[src/rtl/edc_corrector_if.sv]
// Handshake bundle for the SEC-DED read-path corrector: read beat in, corrected beat out,
// error counters and the scrub write-back port.
interface edc_corrector_if #(
  parameter int ADDR_W = 32,
  parameter int CNT_W  = 16
);
  logic              i_valid;
  logic              o_ready;
  logic [ADDR_W-1:0] i_addr;
  logic [31:0]       i_data;
  logic [7:0]        i_syndrome;
  logic              o_valid;
  logic              i_ready;
  logic [31:0]       o_data;
  logic              o_ce;
  logic              o_ue;
  logic [CNT_W-1:0]  o_ce_count;
  logic [CNT_W-1:0]  o_ue_count;
  logic              i_clr_counts;
  logic              o_scrub_req;
  logic [ADDR_W-1:0] o_scrub_addr;
  logic [31:0]       o_scrub_data;
  logic              i_scrub_ack;
  logic              o_scrub_drop;

  // The corrector itself
  modport slave (
    input  i_valid, i_addr, i_data, i_syndrome, i_ready, i_clr_counts, i_scrub_ack,
    output o_ready, o_valid, o_data, o_ce, o_ue, o_ce_count, o_ue_count,
           o_scrub_req, o_scrub_addr, o_scrub_data, o_scrub_drop
  );

  // The surrounding read path / memory controller
  modport master (
    output i_valid, i_addr, i_data, i_syndrome, i_ready, i_clr_counts, i_scrub_ack,
    input  o_ready, o_valid, o_data, o_ce, o_ue, o_ce_count, o_ue_count,
           o_scrub_req, o_scrub_addr, o_scrub_data, o_scrub_drop
  );
endinterface

[src/rtl/edc_corrector.sv]
// (40,32) Hsiao SEC-DED read-path corrector: flips a single bad data bit, flags CE/UE,
// keeps saturating error counters and holds a one-entry scrub write-back buffer.
module edc_corrector #(
  parameter int ADDR_W   = 32,
  parameter int CNT_W    = 16,
  parameter bit SCRUB_EN = 1'b1
) (
  input logic            i_clk,
  input logic            i_rst_n,
  edc_corrector_if.slave bus
);

  // Syndrome column of data bit k lives at H_COLS[8k +: 8]; d[31] is the leftmost entry.
  localparam logic [255:0] H_COLS = {
    8'h15, 8'h16, 8'h25, 8'h26, 8'h45, 8'h46, 8'h85, 8'h86,
    8'h19, 8'h1A, 8'h29, 8'h2A, 8'h49, 8'h4A, 8'h89, 8'h8A,
    8'h51, 8'h91, 8'h52, 8'h92, 8'h54, 8'h94, 8'h58, 8'h98,
    8'h61, 8'hA1, 8'h62, 8'hA2, 8'h64, 8'hA4, 8'h68, 8'hA8
  };

  typedef enum logic {S_IDLE, S_REQ} state_t;

  function automatic logic [CNT_W-1:0] sat_inc(input logic [CNT_W-1:0] v);
    return (&v) ? v : v + {{(CNT_W-1){1'b0}}, 1'b1};
  endfunction

  logic              valid_q, ce_q, ue_q, drop_q;
  logic [31:0]       data_q, scrub_data_q;
  logic [ADDR_W-1:0] scrub_addr_q;
  logic [CNT_W-1:0]  ce_cnt_q, ce_cnt_d, ue_cnt_q, ue_cnt_d;
  state_t            state_q;

  logic [31:0] flip_mask, fix_data;
  logic        col_hit, ce_c, ue_c, accept, ce_acc;

  // Column match flips at most one bit; check-bit and double errors leave the mask empty.
  always_comb begin
    flip_mask = '0;
    col_hit   = 1'b0;
    for (int k = 0; k < 32; k++) begin
      if (bus.i_syndrome == H_COLS[k*8 +: 8]) begin
        flip_mask[k] = 1'b1;
        col_hit      = 1'b1;
      end
    end
    ce_c     = col_hit | $onehot(bus.i_syndrome);
    ue_c     = (bus.i_syndrome != 8'h00) & ~ce_c;
    fix_data = bus.i_data ^ flip_mask;
  end

  assign bus.o_ready = ~valid_q | bus.i_ready;
  assign accept      = bus.i_valid & bus.o_ready;
  assign ce_acc      = accept & ce_c & SCRUB_EN;

  always_ff @(posedge i_clk or negedge i_rst_n) begin
    if (!i_rst_n) begin
      valid_q <= 1'b0;
      data_q  <= '0;
      ce_q    <= 1'b0;
      ue_q    <= 1'b0;
    end else if (accept) begin
      valid_q <= 1'b1;
      data_q  <= fix_data;
      ce_q    <= ce_c;
      ue_q    <= ue_c;
    end else if (bus.i_ready) begin
      valid_q <= 1'b0;
    end
  end

  // Clear has priority over a same-cycle increment.
  always_comb begin
    ce_cnt_d = ce_cnt_q;
    ue_cnt_d = ue_cnt_q;
    if (bus.i_clr_counts) begin
      ce_cnt_d = '0;
      ue_cnt_d = '0;
    end else if (accept) begin
      if (ce_c) ce_cnt_d = sat_inc(ce_cnt_q);
      if (ue_c) ue_cnt_d = sat_inc(ue_cnt_q);
    end
  end

  always_ff @(posedge i_clk or negedge i_rst_n) begin
    if (!i_rst_n) begin
      ce_cnt_q <= '0;
      ue_cnt_q <= '0;
    end else begin
      ce_cnt_q <= ce_cnt_d;
      ue_cnt_q <= ue_cnt_d;
    end
  end

  // Scrub buffer: an ack frees the slot in the same cycle a new CE may refill it.
  always_ff @(posedge i_clk or negedge i_rst_n) begin
    if (!i_rst_n) begin
      state_q      <= S_IDLE;
      scrub_addr_q <= '0;
      scrub_data_q <= '0;
      drop_q       <= 1'b0;
    end else begin
      drop_q <= 1'b0;
      case (state_q)
        S_IDLE: begin
          if (ce_acc) begin
            state_q      <= S_REQ;
            scrub_addr_q <= bus.i_addr;
            scrub_data_q <= fix_data;
          end
        end
        S_REQ: begin
          if (bus.i_scrub_ack) begin
            if (ce_acc) begin
              scrub_addr_q <= bus.i_addr;
              scrub_data_q <= fix_data;
            end else begin
              state_q <= S_IDLE;
            end
          end else if (ce_acc) begin
            drop_q <= 1'b1;
          end
        end
      endcase
    end
  end

  assign bus.o_valid      = valid_q;
  assign bus.o_data       = data_q;
  assign bus.o_ce         = ce_q;
  assign bus.o_ue         = ue_q;
  assign bus.o_ce_count   = ce_cnt_q;
  assign bus.o_ue_count   = ue_cnt_q;
  assign bus.o_scrub_req  = (state_q == S_REQ);
  assign bus.o_scrub_addr = scrub_addr_q;
  assign bus.o_scrub_data = scrub_data_q;
  assign bus.o_scrub_drop = drop_q;

endmodule

[src/flat_wrapper.sv]
// flat-port wrapper written by rule: the top's interface ports become plain ports
module edc_corrector_flat 
#(
  parameter int ADDR_W   = 32,
  parameter int CNT_W    = 16,
  parameter bit SCRUB_EN = 1'b1
)
  (i_clk, i_rst_n, bus_i_valid, bus_i_addr, bus_i_data, bus_i_syndrome, bus_i_ready, bus_i_clr_counts, bus_i_scrub_ack, bus_o_ready, bus_o_valid, bus_o_data, bus_o_ce, bus_o_ue, bus_o_ce_count, bus_o_ue_count, bus_o_scrub_req, bus_o_scrub_addr, bus_o_scrub_data, bus_o_scrub_drop);
  edc_corrector_if #(.ADDR_W(ADDR_W), .CNT_W(CNT_W)) bus_i ();
  input logic i_clk;
  input logic i_rst_n;
  input wire logic [$bits(bus_i.i_valid)-1:0] bus_i_valid;
  input wire logic [$bits(bus_i.i_addr)-1:0] bus_i_addr;
  input wire logic [$bits(bus_i.i_data)-1:0] bus_i_data;
  input wire logic [$bits(bus_i.i_syndrome)-1:0] bus_i_syndrome;
  input wire logic [$bits(bus_i.i_ready)-1:0] bus_i_ready;
  input wire logic [$bits(bus_i.i_clr_counts)-1:0] bus_i_clr_counts;
  input wire logic [$bits(bus_i.i_scrub_ack)-1:0] bus_i_scrub_ack;
  output wire logic [$bits(bus_i.o_ready)-1:0] bus_o_ready;
  output wire logic [$bits(bus_i.o_valid)-1:0] bus_o_valid;
  output wire logic [$bits(bus_i.o_data)-1:0] bus_o_data;
  output wire logic [$bits(bus_i.o_ce)-1:0] bus_o_ce;
  output wire logic [$bits(bus_i.o_ue)-1:0] bus_o_ue;
  output wire logic [$bits(bus_i.o_ce_count)-1:0] bus_o_ce_count;
  output wire logic [$bits(bus_i.o_ue_count)-1:0] bus_o_ue_count;
  output wire logic [$bits(bus_i.o_scrub_req)-1:0] bus_o_scrub_req;
  output wire logic [$bits(bus_i.o_scrub_addr)-1:0] bus_o_scrub_addr;
  output wire logic [$bits(bus_i.o_scrub_data)-1:0] bus_o_scrub_data;
  output wire logic [$bits(bus_i.o_scrub_drop)-1:0] bus_o_scrub_drop;
  assign bus_i.i_valid = bus_i_valid;
  assign bus_i.i_addr = bus_i_addr;
  assign bus_i.i_data = bus_i_data;
  assign bus_i.i_syndrome = bus_i_syndrome;
  assign bus_i.i_ready = bus_i_ready;
  assign bus_i.i_clr_counts = bus_i_clr_counts;
  assign bus_i.i_scrub_ack = bus_i_scrub_ack;
  assign bus_o_ready = bus_i.o_ready;
  assign bus_o_valid = bus_i.o_valid;
  assign bus_o_data = bus_i.o_data;
  assign bus_o_ce = bus_i.o_ce;
  assign bus_o_ue = bus_i.o_ue;
  assign bus_o_ce_count = bus_i.o_ce_count;
  assign bus_o_ue_count = bus_i.o_ue_count;
  assign bus_o_scrub_req = bus_i.o_scrub_req;
  assign bus_o_scrub_addr = bus_i.o_scrub_addr;
  assign bus_o_scrub_data = bus_i.o_scrub_data;
  assign bus_o_scrub_drop = bus_i.o_scrub_drop;
  edc_corrector #(.ADDR_W(ADDR_W), .CNT_W(CNT_W), .SCRUB_EN(SCRUB_EN)) u_core (.i_clk(i_clk), .i_rst_n(i_rst_n), .bus(bus_i));
endmodule
[config.mk]
export PLATFORM = sky130hd
export DESIGN_NAME = edc_corrector_flat
export DESIGN_NICKNAME = d
export VERILOG_FILES = /design/src/rtl/edc_corrector_if.sv /design/src/rtl/edc_corrector.sv /design/src/flat_wrapper.sv
export SDC_FILE = /design/constraint.sdc
export NUM_CORES = 1
export LEC_CHECK = 0
export BUFFER_PORTS_ARGS = -buffer_cell sky130_fd_sc_hd__clkbuf_2
export CAP_MARGIN = 15
export CORE_UTILIZATION = 55
export DETAILED_ROUTE_END_ITERATION = 10
export GPL_TIMING_DRIVEN = 0
export PLACE_DENSITY = 0.86
export SETUP_SLACK_MARGIN = 0.05
export SYNTH_ARGS = -nofsm -noshare
export SYNTH_HDL_FRONTEND = slang
export SYNTH_SLANG_ARGS = --single-unit
[constraint.sdc]
create_clock -name i_clk -period 5.3 [get_ports i_clk]
set_input_delay 1.325 -clock i_clk [delete_from_list [all_inputs] [get_ports i_clk]]
set_output_delay 1.325 -clock i_clk [all_outputs]
set_load 0.02 [all_outputs]
==> impl_metrics.ini <==
[timing]
whs_ns = 0.477
tns_ns = 0
setup_viol = 0
rsz0062_at_grt = no
clock_skew_ns = 0.00520
fmax_mhz = 200
period_share = 0.943
period_needed_ns = 5.00
slew_headroom = 0.440
slew_violations = 0
tightest_slew_ns = 0.829
hold_viol = 0

[cells_and_area]
fin_area_um2 = 8420
final_core_util = 0.731
layout-drive-gt1-share = 0.350
nets = 973
syn_to_final_growth_pct = 28.2
num_antenna_cells = 0

[synthesis]
async_reset_ff_frac = 1.00
mappedNetlistNets = 743
yosysUniqueCellTypes = 55
yosys_warnings = 0
ys_seq_elements = 133
syn_area_per_cell_um2 = 10.2
ys.flop_type = dfrtp_1
synth_cells = 641
synth_edf_count = 0
syn_area_um2 = 6570
synth-seq-area-share = 0.507

[power_and_ir_drop]
leakage_uw = 0.00401
peakVddDrop_mv = 0.245
p_per_area_nw_per_um2 = 463

[placement]
post-dp-hpwl_um = 13100
port_buffers = 210
placedInstanceArea_um2 = 7830
gp_congestion = 0.857

[critical_path]
reg2reg_slack_ns = 2.46
cp-start-kind = primary input
cp_data_arrival_time_ns = 5.34
worstSetupPathType = primary input to flop
endpoint_kind = flop
reg2reg_depth = 8
worstReg2RegEnd = u_core.bus.o_ce_count[1]
r2r-start = u_core.bus.o_ce_count[0]
crit_required_ns = 5.64
critical_path.max_fanout = 10

[clocking]
numCtsBuffers = 17
clk_pin_slew_ns = 0.06
ctsHoldBuffers = 0
postCtsResizedCells = 1
root_buffer = clkbuf_16
post-cts-setup-buffers = 0
ctsHtreeMaxLevel = 4
clk_latency_ns = 0.42
tritoncts = built
cts_buffer_depth = 2
clock_sinks = 133

[global_route]
antenna_found_initial = 0
grt_pass1_vias = 5784
track_usage = 0.308
grt_max_degree = 95
grt_pass1_wl_um = 29400
overflow = 0

[routing]
via_per_inst = 5.96
postRouteAntennaNets = 0
drt_iter0_drc = 567
detail_route.wirelength_um = 18400
first_pass_iters = 8
wl_per_cell_um = 18.0
via_count = 6112
remaining_drc_errors = 40

[status]
violations = design-rule violations
status = finished with violations

[floorplan]
io_pins = 212
start_util = 0.570
die_area_um2 = 12400
die_h_um = 111
core_um2 = 11500
rows = 39
die_x_um = 111

[min_path]
hold_class = flop to flop
hold_depth = 2
min-delay-start = u_core.bus.o_data[7]
whs_endpoint = u_core.bus.o_data[7]

[flow_run]
cap_violations = 0
registers in the layout, indices dropped and copies added (netlist names):
| name | cells |
|---|---|
| u_core.bus.o_scrub_req | 1 |
| u_core.bus.o_ce_count | 16 |
| u_core.bus.o_ue_count | 16 |
| u_core.bus.o_valid | 1 |
| u_core.bus.o_ce | 1 |
| u_core.bus.o_scrub_drop | 1 |
| u_core.bus.o_ue | 1 |
| u_core.bus.o_data | 32 |
| u_core.bus.o_scrub_data | 32 |
| u_core.bus.o_scrub_addr | 32 |
critical path: stages:
cell and delay [ns]:
clkbuf_2 0.12, inv_1 0.07, ha_1 0.29, inv_1 0.06, fa_1 0.39, inv_1 0.09
fa_1 0.43, ha_1 0.23, fa_1 0.42, or4b_1 0.48, o21ai_1 0.16, a2111oi_4 0.11
a21oi_4 0.34, buf_2 0.30, buf_2 0.31, nor2_1 0.07, a21oi_1 0.14
synth_stat cells, drive strengths merged, types with 2 or more instances:
library cell / instances / area (um^2)
fa: 4 / 80.1
nand4: 33 / 206
o311ai: 3 / 26.3
or2: 3 / 18.8
o31ai: 7 / 52.6
nor2: 55 / 206
nor3: 6 / 30.0
and2: 4 / 25.0
o211ai: 3 / 22.5
a22o: 2 / 17.5
o31a: 2 / 17.5
o41ai: 6 / 52.6
or4: 9 / 67.6
and3: 7 / 43.8
nand2b: 3 / 18.8
or4b: 3 / 30.0
nand2: 63 / 239
dfrtp: 133 / 3330
clkbuf: 20 / 75.1
buf: 22 / 125
nand3: 16 / 85.1
nor4: 6 / 43.8
ha: 20 / 250
or3: 6 / 37.5
a41oi: 2 / 17.5
o21a: 2 / 15.0
nor2b: 5 / 31.3
o21ai: 42 / 210
inv: 16 / 60.1
a21oi: 53 / 265
a22oi: 3 / 36.3
mux2: 38 / 428
xor2: 23 / 201
xnor2: 9 / 78.8
how the worst max path moves through the flow:
stage	end	slack, ns	startpoint	cells past startpoint
after global placement	u_core.bus.o_scrub_data[23]	-0.44	bus_i_syndrome[6]	17
after CTS	u_core.bus.o_scrub_data[18]	0.1	bus_i_syndrome[4]	17
after detailed placement	u_core.bus.o_scrub_data[18]	-0.61	bus_i_syndrome[4]	17
after global routing	u_core.bus.o_ue_count[13]	0.1	bus_i_syndrome[4]	16
after floorplan	u_core.bus.o_ce_count[11]	0.40	bus_i_syndrome[6]	15
final	u_core.bus.o_scrub_data[18]	0.30	bus_i_syndrome[4]	17
stage by stage:
| step | worst slack, ns | cells | total power (uW) |
|---|---|---|---|
| CTS | 0.0996 | 1026 | 3900 |
| floorplan | 0.402 | 641 | 2250 |
| global placement | -0.439 | 994 | 2710 |
| finish | 0.303 | 1026 | 3900 |
| global route | 0.0980 | 1026 | 4070 |
| detailed placement | -0.610 | 995 | 2760 |
cells by family (layout without fill, tap and decap cells):
family          after synthesis  after routing  share of synthesized area
flops                       133            133                      0.507
xor+xnor                     32             32                     0.0427
mux                          39             39                     0.0667
simple gates                221            221                      0.168
fa+ha+maj                    24             24                     0.0503
compound gates              133            133                      0.126
buf+inv                      59            301                     0.0402
layout by cell type, fill, tap and decap left out, types with 9 or more instances in the layout:
cell	count
nand2_1	62
clkbuf_2	209
xor2_1	23
ha_1	20
a21oi_1	52
inv_1	16
dfrtp_1	133
nand4_1	33
clkbuf_1	22
buf_2	19
nand3_1	15
nor2_1	55
clkbuf_16	17
o21ai_0	40
mux2_2	37
xnor2_1	9
or4_1	9
layout make-up:
type / instances / area (um^2)
Timing Repair Buffer: 211 / 1090
Clock buffer: 20 / 447
Sequential cell: 133 / 3330
Clock inverter: 11 / 130
Buffer: 42 / 200
Inverter: 17 / 63.8
Multi-Input combinational cell: 449 / 2990
Fill cell: 833 / 3100
Tap cell: 143 / 179
routing by layer:
layer	GRT usage	part of all wire
met5	0	0
met4	0.128	0.022
met3	0.0651	0.074
met2	0.538	0.51
met1	0.370	0.39
where the power goes:
| part | internal, uW | switching [uW] | total, uW |
|---|---|---|---|
| sequential | 1310 | 166 | 1470 |
| clock | 702 | 444 | 1150 |
| combinational | 458 | 823 | 1280 |
| total | 2470 | 1430 | 3900 |
Note: power is estimated with default switching activity, not from simulation.
